`config.mk`:
```
export PLATFORM = sky130hd
export DESIGN_NAME = butterfly_tw
export DESIGN_NICKNAME = d
export VERILOG_FILES = /design/src/rtl/butterfly_tw.sv
export SDC_FILE = /design/constraint.sdc
export NUM_CORES = 1
export LEC_CHECK = 0
export ABC_AREA = 1
export BUFFER_PORTS_ARGS = -buffer_cell sky130_fd_sc_hd__buf_2
export CAP_MARGIN = 25
export CORE_ASPECT_RATIO = 0.6
export CORE_UTILIZATION = 25
export DETAILED_ROUTE_END_ITERATION = 6
export GPL_TIMING_DRIVEN = 0
export PLACE_DENSITY = 0.51
export RECOVER_POWER = 25
export SETUP_SLACK_MARGIN = 0.5
export SYNTH_ARGS = -nofsm -noshare
export SYNTH_HDL_FRONTEND = slang
export SYNTH_SLANG_ARGS = --single-unit
```
`constraint.sdc`:
```
create_clock -name clk -period 7.8 [get_ports clk]
set_input_delay 0.39 -clock clk [delete_from_list [all_inputs] [get_ports clk]]
set_output_delay 0.39 -clock clk [all_outputs]
set_load 0.05 [all_outputs]
```
`src/rtl/butterfly_tw.sv`:
```
// Pipelined radix-2 DIT butterfly with run-time W8^k twiddle, valid/ready flow control,
// optional divide-by-2 scaling and saturation with a sticky overflow flag.
module butterfly_tw #(
    parameter int N     = 4,
    parameter int SCALE = 0
) (
    input  logic              clk,
    input  logic              rst,
    input  logic              in_valid,
    output logic              in_ready,
    input  logic [2:0]        in_k,
    input  logic [2**N-1:0]   in_a_r,
    input  logic [2**N-1:0]   in_a_i,
    input  logic [2**N-1:0]   in_b_r,
    input  logic [2**N-1:0]   in_b_i,
    output logic              out_valid,
    input  logic              out_ready,
    output logic [2**N-1:0]   out_1_r,
    output logic [2**N-1:0]   out_1_i,
    output logic [2**N-1:0]   out_2_r,
    output logic [2**N-1:0]   out_2_i,
    input  logic              ovf_clr,
    output logic              ovf
);
    localparam int W = 2**N;
    localparam real K_REAL = (2.0 ** (W - 1)) / $sqrt(2.0);
    localparam logic signed [W:0]   K_S   = (W+1)'($rtoi(K_REAL + 0.5));
    localparam logic signed [W+1:0] MAX_V = {3'b000, {(W-1){1'b1}}};
    localparam logic signed [W+1:0] MIN_V = {3'b111, {(W-1){1'b0}}};

    function automatic logic signed [W+1:0] scale_fn(input logic signed [W+1:0] x);
        if (SCALE != 0) return x >>> 1;
        return x;
    endfunction

    function automatic logic is_sat(input logic signed [W+1:0] x);
        return (x > MAX_V) || (x < MIN_V);
    endfunction

    function automatic logic [W-1:0] clip(input logic signed [W+1:0] x);
        if (x > MAX_V) return {1'b0, {(W-1){1'b1}}};
        if (x < MIN_V) return {1'b1, {(W-1){1'b0}}};
        return x[W-1:0];
    endfunction

    logic                  advance;
    logic signed [W:0]     br_x, bi_x, s_r_c, s_i_c;
    logic signed [2*W-1:0] prod_r, prod_i;
    logic signed [W:0]     rot_r_c, rot_i_c;
    logic signed [W+1:0]   sum_1r, sum_1i, sum_2r, sum_2i;
    logic                  any_sat;
    logic                  unused_lsbs;

    logic                  v1_q, v1_d, odd1_q, odd1_d;
    logic signed [W-1:0]   a1_r_q, a1_r_d, a1_i_q, a1_i_d;
    logic signed [W:0]     s1_r_q, s1_r_d, s1_i_q, s1_i_d;
    logic                  v2_q, v2_d;
    logic signed [W-1:0]   a2_r_q, a2_r_d, a2_i_q, a2_i_d;
    logic signed [W:0]     rot_r_q, rot_r_d, rot_i_q, rot_i_d;
    logic                  v3_q, v3_d, ovf_q, ovf_d;
    logic [W-1:0]          o1_r_q, o1_r_d, o1_i_q, o1_i_d, o2_r_q, o2_r_d, o2_i_q, o2_i_d;

    assign advance   = !v3_q || out_ready;
    assign in_ready  = advance;
    assign out_valid = v3_q;
    assign out_1_r   = o1_r_q;
    assign out_1_i   = o1_i_q;
    assign out_2_r   = o2_r_q;
    assign out_2_i   = o2_i_q;
    assign ovf       = ovf_q;

    assign br_x = {in_b_r[W-1], in_b_r};
    assign bi_x = {in_b_i[W-1], in_b_i};

    // Rotation by multiples of 90 degrees, plus the pre-sums that odd k later scales by 1/sqrt(2)
    always_comb begin
        s_r_c = br_x;
        s_i_c = bi_x;
        case (in_k)
            3'd0: begin s_r_c = br_x;         s_i_c = bi_x;         end
            3'd1: begin s_r_c = br_x + bi_x;  s_i_c = bi_x - br_x;  end
            3'd2: begin s_r_c = bi_x;         s_i_c = -br_x;        end
            3'd3: begin s_r_c = bi_x - br_x;  s_i_c = -br_x - bi_x; end
            3'd4: begin s_r_c = -br_x;        s_i_c = -bi_x;        end
            3'd5: begin s_r_c = -br_x - bi_x; s_i_c = br_x - bi_x;  end
            3'd6: begin s_r_c = -bi_x;        s_i_c = br_x;         end
            3'd7: begin s_r_c = br_x - bi_x;  s_i_c = br_x + bi_x;  end
            default: ;
        endcase
    end

    assign prod_r      = (2*W)'(s1_r_q) * (2*W)'(K_S);
    assign prod_i      = (2*W)'(s1_i_q) * (2*W)'(K_S);
    assign rot_r_c     = odd1_q ? prod_r[2*W-1:W-1] : s1_r_q;
    assign rot_i_c     = odd1_q ? prod_i[2*W-1:W-1] : s1_i_q;
    assign unused_lsbs = ^{prod_r[W-2:0], prod_i[W-2:0]};

    assign sum_1r  = scale_fn((W+2)'(a2_r_q) + (W+2)'(rot_r_q));
    assign sum_1i  = scale_fn((W+2)'(a2_i_q) + (W+2)'(rot_i_q));
    assign sum_2r  = scale_fn((W+2)'(a2_r_q) - (W+2)'(rot_r_q));
    assign sum_2i  = scale_fn((W+2)'(a2_i_q) - (W+2)'(rot_i_q));
    assign any_sat = is_sat(sum_1r) || is_sat(sum_1i) || is_sat(sum_2r) || is_sat(sum_2i);

    // The whole pipe moves as one; data registers only load behind a valid beat
    always_comb begin
        v1_d    = v1_q;    odd1_d  = odd1_q;
        a1_r_d  = a1_r_q;  a1_i_d  = a1_i_q;
        s1_r_d  = s1_r_q;  s1_i_d  = s1_i_q;
        v2_d    = v2_q;
        a2_r_d  = a2_r_q;  a2_i_d  = a2_i_q;
        rot_r_d = rot_r_q; rot_i_d = rot_i_q;
        v3_d    = v3_q;
        o1_r_d  = o1_r_q;  o1_i_d  = o1_i_q;
        o2_r_d  = o2_r_q;  o2_i_d  = o2_i_q;
        ovf_d   = ovf_clr ? 1'b0 : ovf_q;
        if (advance) begin
            v1_d = in_valid;
            v2_d = v1_q;
            v3_d = v2_q;
            if (in_valid) begin
                a1_r_d = in_a_r;
                a1_i_d = in_a_i;
                odd1_d = in_k[0];
                s1_r_d = s_r_c;
                s1_i_d = s_i_c;
            end
            if (v1_q) begin
                a2_r_d  = a1_r_q;
                a2_i_d  = a1_i_q;
                rot_r_d = rot_r_c;
                rot_i_d = rot_i_c;
            end
            if (v2_q) begin
                o1_r_d = clip(sum_1r);
                o1_i_d = clip(sum_1i);
                o2_r_d = clip(sum_2r);
                o2_i_d = clip(sum_2i);
                if (any_sat) ovf_d = 1'b1;
            end
        end
    end

    always_ff @(posedge clk or negedge rst) begin
        if (!rst) begin
            v1_q    <= 1'b0; odd1_q  <= 1'b0;
            a1_r_q  <= '0;   a1_i_q  <= '0;
            s1_r_q  <= '0;   s1_i_q  <= '0;
            v2_q    <= 1'b0;
            a2_r_q  <= '0;   a2_i_q  <= '0;
            rot_r_q <= '0;   rot_i_q <= '0;
            v3_q    <= 1'b0;
            o1_r_q  <= '0;   o1_i_q  <= '0;
            o2_r_q  <= '0;   o2_i_q  <= '0;
            ovf_q   <= 1'b0;
        end else begin
            v1_q    <= v1_d;    odd1_q  <= odd1_d;
            a1_r_q  <= a1_r_d;  a1_i_q  <= a1_i_d;
            s1_r_q  <= s1_r_d;  s1_i_q  <= s1_i_d;
            v2_q    <= v2_d;
            a2_r_q  <= a2_r_d;  a2_i_q  <= a2_i_d;
            rot_r_q <= rot_r_d; rot_i_q <= rot_i_d;
            v3_q    <= v3_d;
            o1_r_q  <= o1_r_d;  o1_i_q  <= o1_i_d;
            o2_r_q  <= o2_r_d;  o2_i_q  <= o2_i_d;
            ovf_q   <= ovf_d;
        end
    end
endmodule

```
======== After elaboration in Yosys (flattened, before gate mapping) ========
Cells that the tools add are included.
storage, ports and cells
  register bits after elaboration ......... 201
  bits of input ports ..................... 72
  output and inout port bits .............. 67
  word-level logic and storage cells ...... 109
operators by class
  add/subtract/negate cells ............... 10
  multipliers ............................. 2
  order comparisons ....................... 8
  equality and inequality tests ........... 7
  mux-type cells .......................... 52
  reductions and logical operators ........ 13
operator list
  operator                                                                number
  17-bit case mux with 8 select lines                                     2
  16-bit two-way mux                                                      16
  18-bit by 16-bit > comparator with 1-bit output, second input constant  4
  18-bit by 16-bit < comparator with 1-bit output, second input constant  4
  17-bit by 15-bit multiplier with 31-bit output, second input constant   2
  16-bit by 17-bit adder with 18-bit output                               2
  16-bit by 17-bit subtractor with 18-bit output                          2
  17-bit two-way mux                                                      2
  16-bit negator with 17-bit output                                       2
  16-bit by 16-bit subtractor with 17-bit output                          2
  1-bit two-way mux                                                       32
  16-bit by 16-bit adder with 17-bit output                               1
  17-bit by 16-bit subtractor with 17-bit output                          1
  3-bit equality test, second input constant                              4
  1-bit logical OR                                                        8
  3-bit by 2-bit equality test with 1-bit output, second input constant   2
  2-bit AND reduction                                                     3
  3-bit by 1-bit equality test with 1-bit output, second input constant   1
  3-bit logical NOT                                                       1
  1-bit logical NOT                                                       1

======== Depth between registers and ports, before layout ========
  word-level depth ........................ 10
  gate-level depth with buffers ........... 25
  mapped depth without buffers ............ 25

======== Least setup slack after synthesis ========
No wires, ideal clock.
  path type ............................... reg2reg
  start point ............................. register s1_r_q[7]
  end point ............................... register rot_r_q[16]
  setup time .............................. 123 ps
  arrival ................................. 4528 ps
  required time ........................... 7677 ps
  slack ................................... 3149 ps
  cell stages (with the launch flop) ...... 23
  buffers on the path ..................... 0
  clock period less this slack ............ 4651 ps
  cell sequence ........................... dfrtp_1 > ha_1 > inv_1 > fa_1 > inv_1 > fa_1 > fa_1 > inv_1 > fa_1 > inv_1 > ha_1 > ha_1 > nand2_1 > nor2_1 > nand4_1 > o211ai_1 > nand2_1 > nand2_1 > nand2_1 > nand2_1 > nor2_1 > o21ai_0 > nand2_1
between the ends
  word-level cells in the longest chain between the ends .. 2
ends and longest elaborated chain
  item                                            line  source
  start: declaration                              56    logic signed [W:0] s1_r_q, s1_r_d, s1_i_q, s1_i_d;
  start signal: assignment                        158   s1_r_q <= s1_r_d; s1_i_q <= s1_i_d;
  17-bit by 15-bit multiplier with 31-bit output  92    assign prod_r = (2*W)'(s1_r_q) * (2*W)'(K_S);
  17-bit two-way mux                              94    assign rot_r_c = odd1_q ? prod_r[2*W-1:W-1] : s1_r_q;
  end signal: assignment                          161   rot_r_q <= rot_r_d; rot_i_q <= rot_i_d;
  end: declaration                                59    logic signed [W:0] rot_r_q, rot_r_d, rot_i_q, rot_i_d;
Every way passes these cells.
A chain may end at the register's enable or synchronous reset.

======== Worst setup path after layout ========
  start point ............................. register s1_i_q[16]
  end point ............................... register rot_i_q[16]
between the ends
  word-level cells in the longest chain between the ends .. 2
ends and longest elaborated chain
  item                                            line  source
  start: declaration                              56
  start signal: assignment                        158
  17-bit by 15-bit multiplier with 31-bit output  93    assign prod_i = (2*W)'(s1_i_q) * (2*W)'(K_S);
  17-bit two-way mux (*)                          95    assign rot_i_c = odd1_q ? prod_i[2*W-1:W-1] : s1_i_q;
  end signal: assignment                          161
  end: declaration                                59
Mark *: on every way between the ends. The rest lies on a longest branch, timed or not.

==> impl_metrics.env <==
export IMPL_area_growth_pct=12.6
export IMPL_maxSlewHeadroom_pct=-70.9
export IMPL_final_core_util_pct=28.6
export IMPL_hpwl_mm=78.2
export IMPL_start_util_pct=25.4
export IMPL_io_buffers=137
export IMPL_clk_pin_slew_ns=0.07
export IMPL_final_cell_area_um2=29100
export IMPL_grt_overflow=0
export IMPL_worstSetupPathType="flop to flop"
export IMPL_max_clock_freq_ghz=0.176
export IMPL_yosys_area_top_type="dfrtp_1"
export IMPL_die_w_um=417
export IMPL_drtIter0Drc=2315
export IMPL_root_buffer="clkbuf_16"
export IMPL_hold_viol=0
export IMPL_post_drt_wl_per_cell_um=18.2
export IMPL_setup_viol=0
export IMPL_endpoint_kind="flop"
export IMPL_ioPinCount=139
export IMPL_violations="capacitance limit, slew limit"
export IMPL_core_area_um2=101000
export IMPL_tightestPinTransition_ns=2.56
export IMPL_synth_area_top_cells="dfrtp_1 (19%), ha_1 (18%), nand2_1 (12%)"
export IMPL_fin_setup_tns_ns=0
export IMPL_htreeDepth=1
export IMPL_most_common_layout_cells="nand2_1 (836), inv_1 (578), ha_1 (378)"
export IMPL_grt_max_degree=98
export IMPL_antenna_found_initial=3
export IMPL_cts_buffer_depth=3
export IMPL_drc=0
export IMPL_hold_ws_ns=0.0292
export IMPL_ys_seq_area_share_pct=19.5
export IMPL_fin_crit_ns=5.69
export IMPL_grt_pass1_wl_mm=143
export IMPL_cts_sinks=201
export IMPL_drtPass1Iterations=6
export IMPL_drv_slew=137
export IMPL_layout_commonest_cell="nand2_1"
export IMPL_rsz0062_at_grt="no"
export IMPL_synth_cell_types=56
export IMPL_ys_ff_latch=201
export IMPL_synth_cell_area_um2=25800
export IMPL_cts_tree="done"
export IMPL_ys_flop_type="dfrtp_1"
export IMPL_fin_skew_ns=0.0281
export IMPL_cts_setup_buffers=0
export IMPL_async_flop_share_pct=100
export IMPL_drv_cap=2
export IMPL_worstSetupStartpointType="flop"
export IMPL_grt_usage_pct=17.8
export IMPL_avgSynthCellArea_um2=7.14
export IMPL_rows=90
export IMPL_dieArea_um2=105000
export IMPL_path_max_fanout=19
export IMPL_nNetsFinal=4363
export IMPL_synth_edf_count=0
export IMPL_gp_congestion=0.986
export IMPL_antenna_left=0
export IMPL_numCtsBuffers=22
export IMPL_hp_class="input pin to flop"
export IMPL_synth_top_area_share_pct=19.5
export IMPL_status="complete, but fails checks"
export IMPL_synthCells=3614
export IMPL_worstPathArrival_ns=6.10
export IMPL_worstPathRequired_ns=8.21
export IMPL_postPlaceCellArea_um2=28300
export IMPL_yosysWarnings=0
export IMPL_fin_crit_sh_pct=73.0
export IMPL_die_h_um=251
export IMPL_nFillCells=11200
export IMPL_grt_pass1_vias=23600
export IMPL_syn_num_nets=4197
export IMPL_layout_drive_gt1_share_pct=7.43
export IMPL_drt_total_wl_mm=94.1
export IMPL_vias=24600
export IMPL_clk_latency_ns=0.57
export IMPL_routed_via_density=4.75
==> per-layer routing <==
layer,GRT usage (%),wire length (µm)
met3,3.87,7400
met4,3.84,2170
met5,0,21
met2,23.9,35100
met1,28.1,49400
==> state kept, by name, indices dropped and copies added (netlist names), 16 cells and up <==
| register | count |
|---|---|
| out_2_i | 16 |
| out_1_r | 16 |
| a1_i_q | 16 |
| a2_r_q | 16 |
| rot_i_q | 17 |
| a1_r_q | 16 |
| s1_r_q | 17 |
| s1_i_q | 17 |
| a2_i_q | 16 |
| rot_r_q | 17 |
| out_2_r | 16 |
| out_1_i | 16 |
==> through the flow <==
stage          instances  setup slack, ns
4_1_cts             5175             2.19
3_5_place_dp        5134             2.26
5_1_grt             5176             1.88
6_report            5176             2.11
3_3_place_gp        5131             2.23
2_1_floorplan       3614             3.15
==> synthesized netlist by cell type (9+ instances only) <==
cell and instances:
a21oi_1 211, nand4_1 22, nor2_1 319, clkbuf_1 63, inv_2 13, dfrtp_1 201, fa_1 133, xnor2_1 10
nand2_1 836, o21ai_0 235, a21o_1 18, nand3_1 227, buf_2 26, a21oi_2 12, nor3_1 33, a31oi_1 14
nand3b_1 9, o211ai_1 13, nand2_2 10, ha_1 378, xor2_1 85, o22ai_1 23, o21bai_1 29, a21oi_4 10
inv_1 578
==> final cells by class <==
cell class / count / area [µm²] / share of cell area (%)
multi-input cells: 2716 / 18100 / 62.2
diodes: 1 / 2.50 / 0.00861
well taps: 1380 / 1730 / 5.94
flip-flops and latches: 201 / 5030 / 17.3
repair buffers: 142 / 736 / 2.53
plain buffers: 103 / 480 / 1.65
inverters: 594 / 2230 / 7.67
clock inverters: 8 / 130 / 0.448
clock buffers: 31 / 656 / 2.26
==> worst paths after layout <==
path / from / endpoint / slack [ns] / depth (start not counted)
min reg2reg: ovf / ovf / 0.48 / 2
max reg2reg: s1_i_q[16] / rot_i_q[16] / 2.11 / 15
min in group asynchronous: rst / odd1_q / 1.19 / 2
max: s1_i_q[16] / rot_i_q[16] / 2.11 / 15
max in group asynchronous: rst / a1_i_q[15] / 2.97 / 4
min: in_a_r[9] / a1_r_q[9] / 0.03 / 3
==> logic make-up after synthesis <==
kind of cell / Yosys count / synth area share, %
adder cells (fa/ha/maj): 511 / 28.6
AND/OR/NAND/NOR: 1506 / 24.7
XOR/XNOR: 95 / 3.22
AO/OA/AOI/OAI: 604 / 13.5
flip-flops: 201 / 19.5
buffers and inverters: 697 / 10.5
==> worst max-delay path, cell delays in order, from the launching register on <==
cell,delay [ns]
dfrtp_1,0.89
ha_1,0.42
fa_1,0.51
fa_1,0.49
inv_1,0.05
fa_1,0.51
fa_1,0.50
ha_1,0.33
ha_1,0.46
nand4_1,0.25
nor4_1,0.32
nand3_1,0.13
nand3_1,0.18
xor2_1,0.08
o21ai_0,0.27
o21ai_0,0.13
==> what timing repair did <==
item	CTS	global route
resized for setup	0	0
endpoints found under the hold margin	39	0
hold buffers	2	0
Power is not shown: default switching activity piles up to over one toggle a cycle in this logic, so the estimate is an artifact.
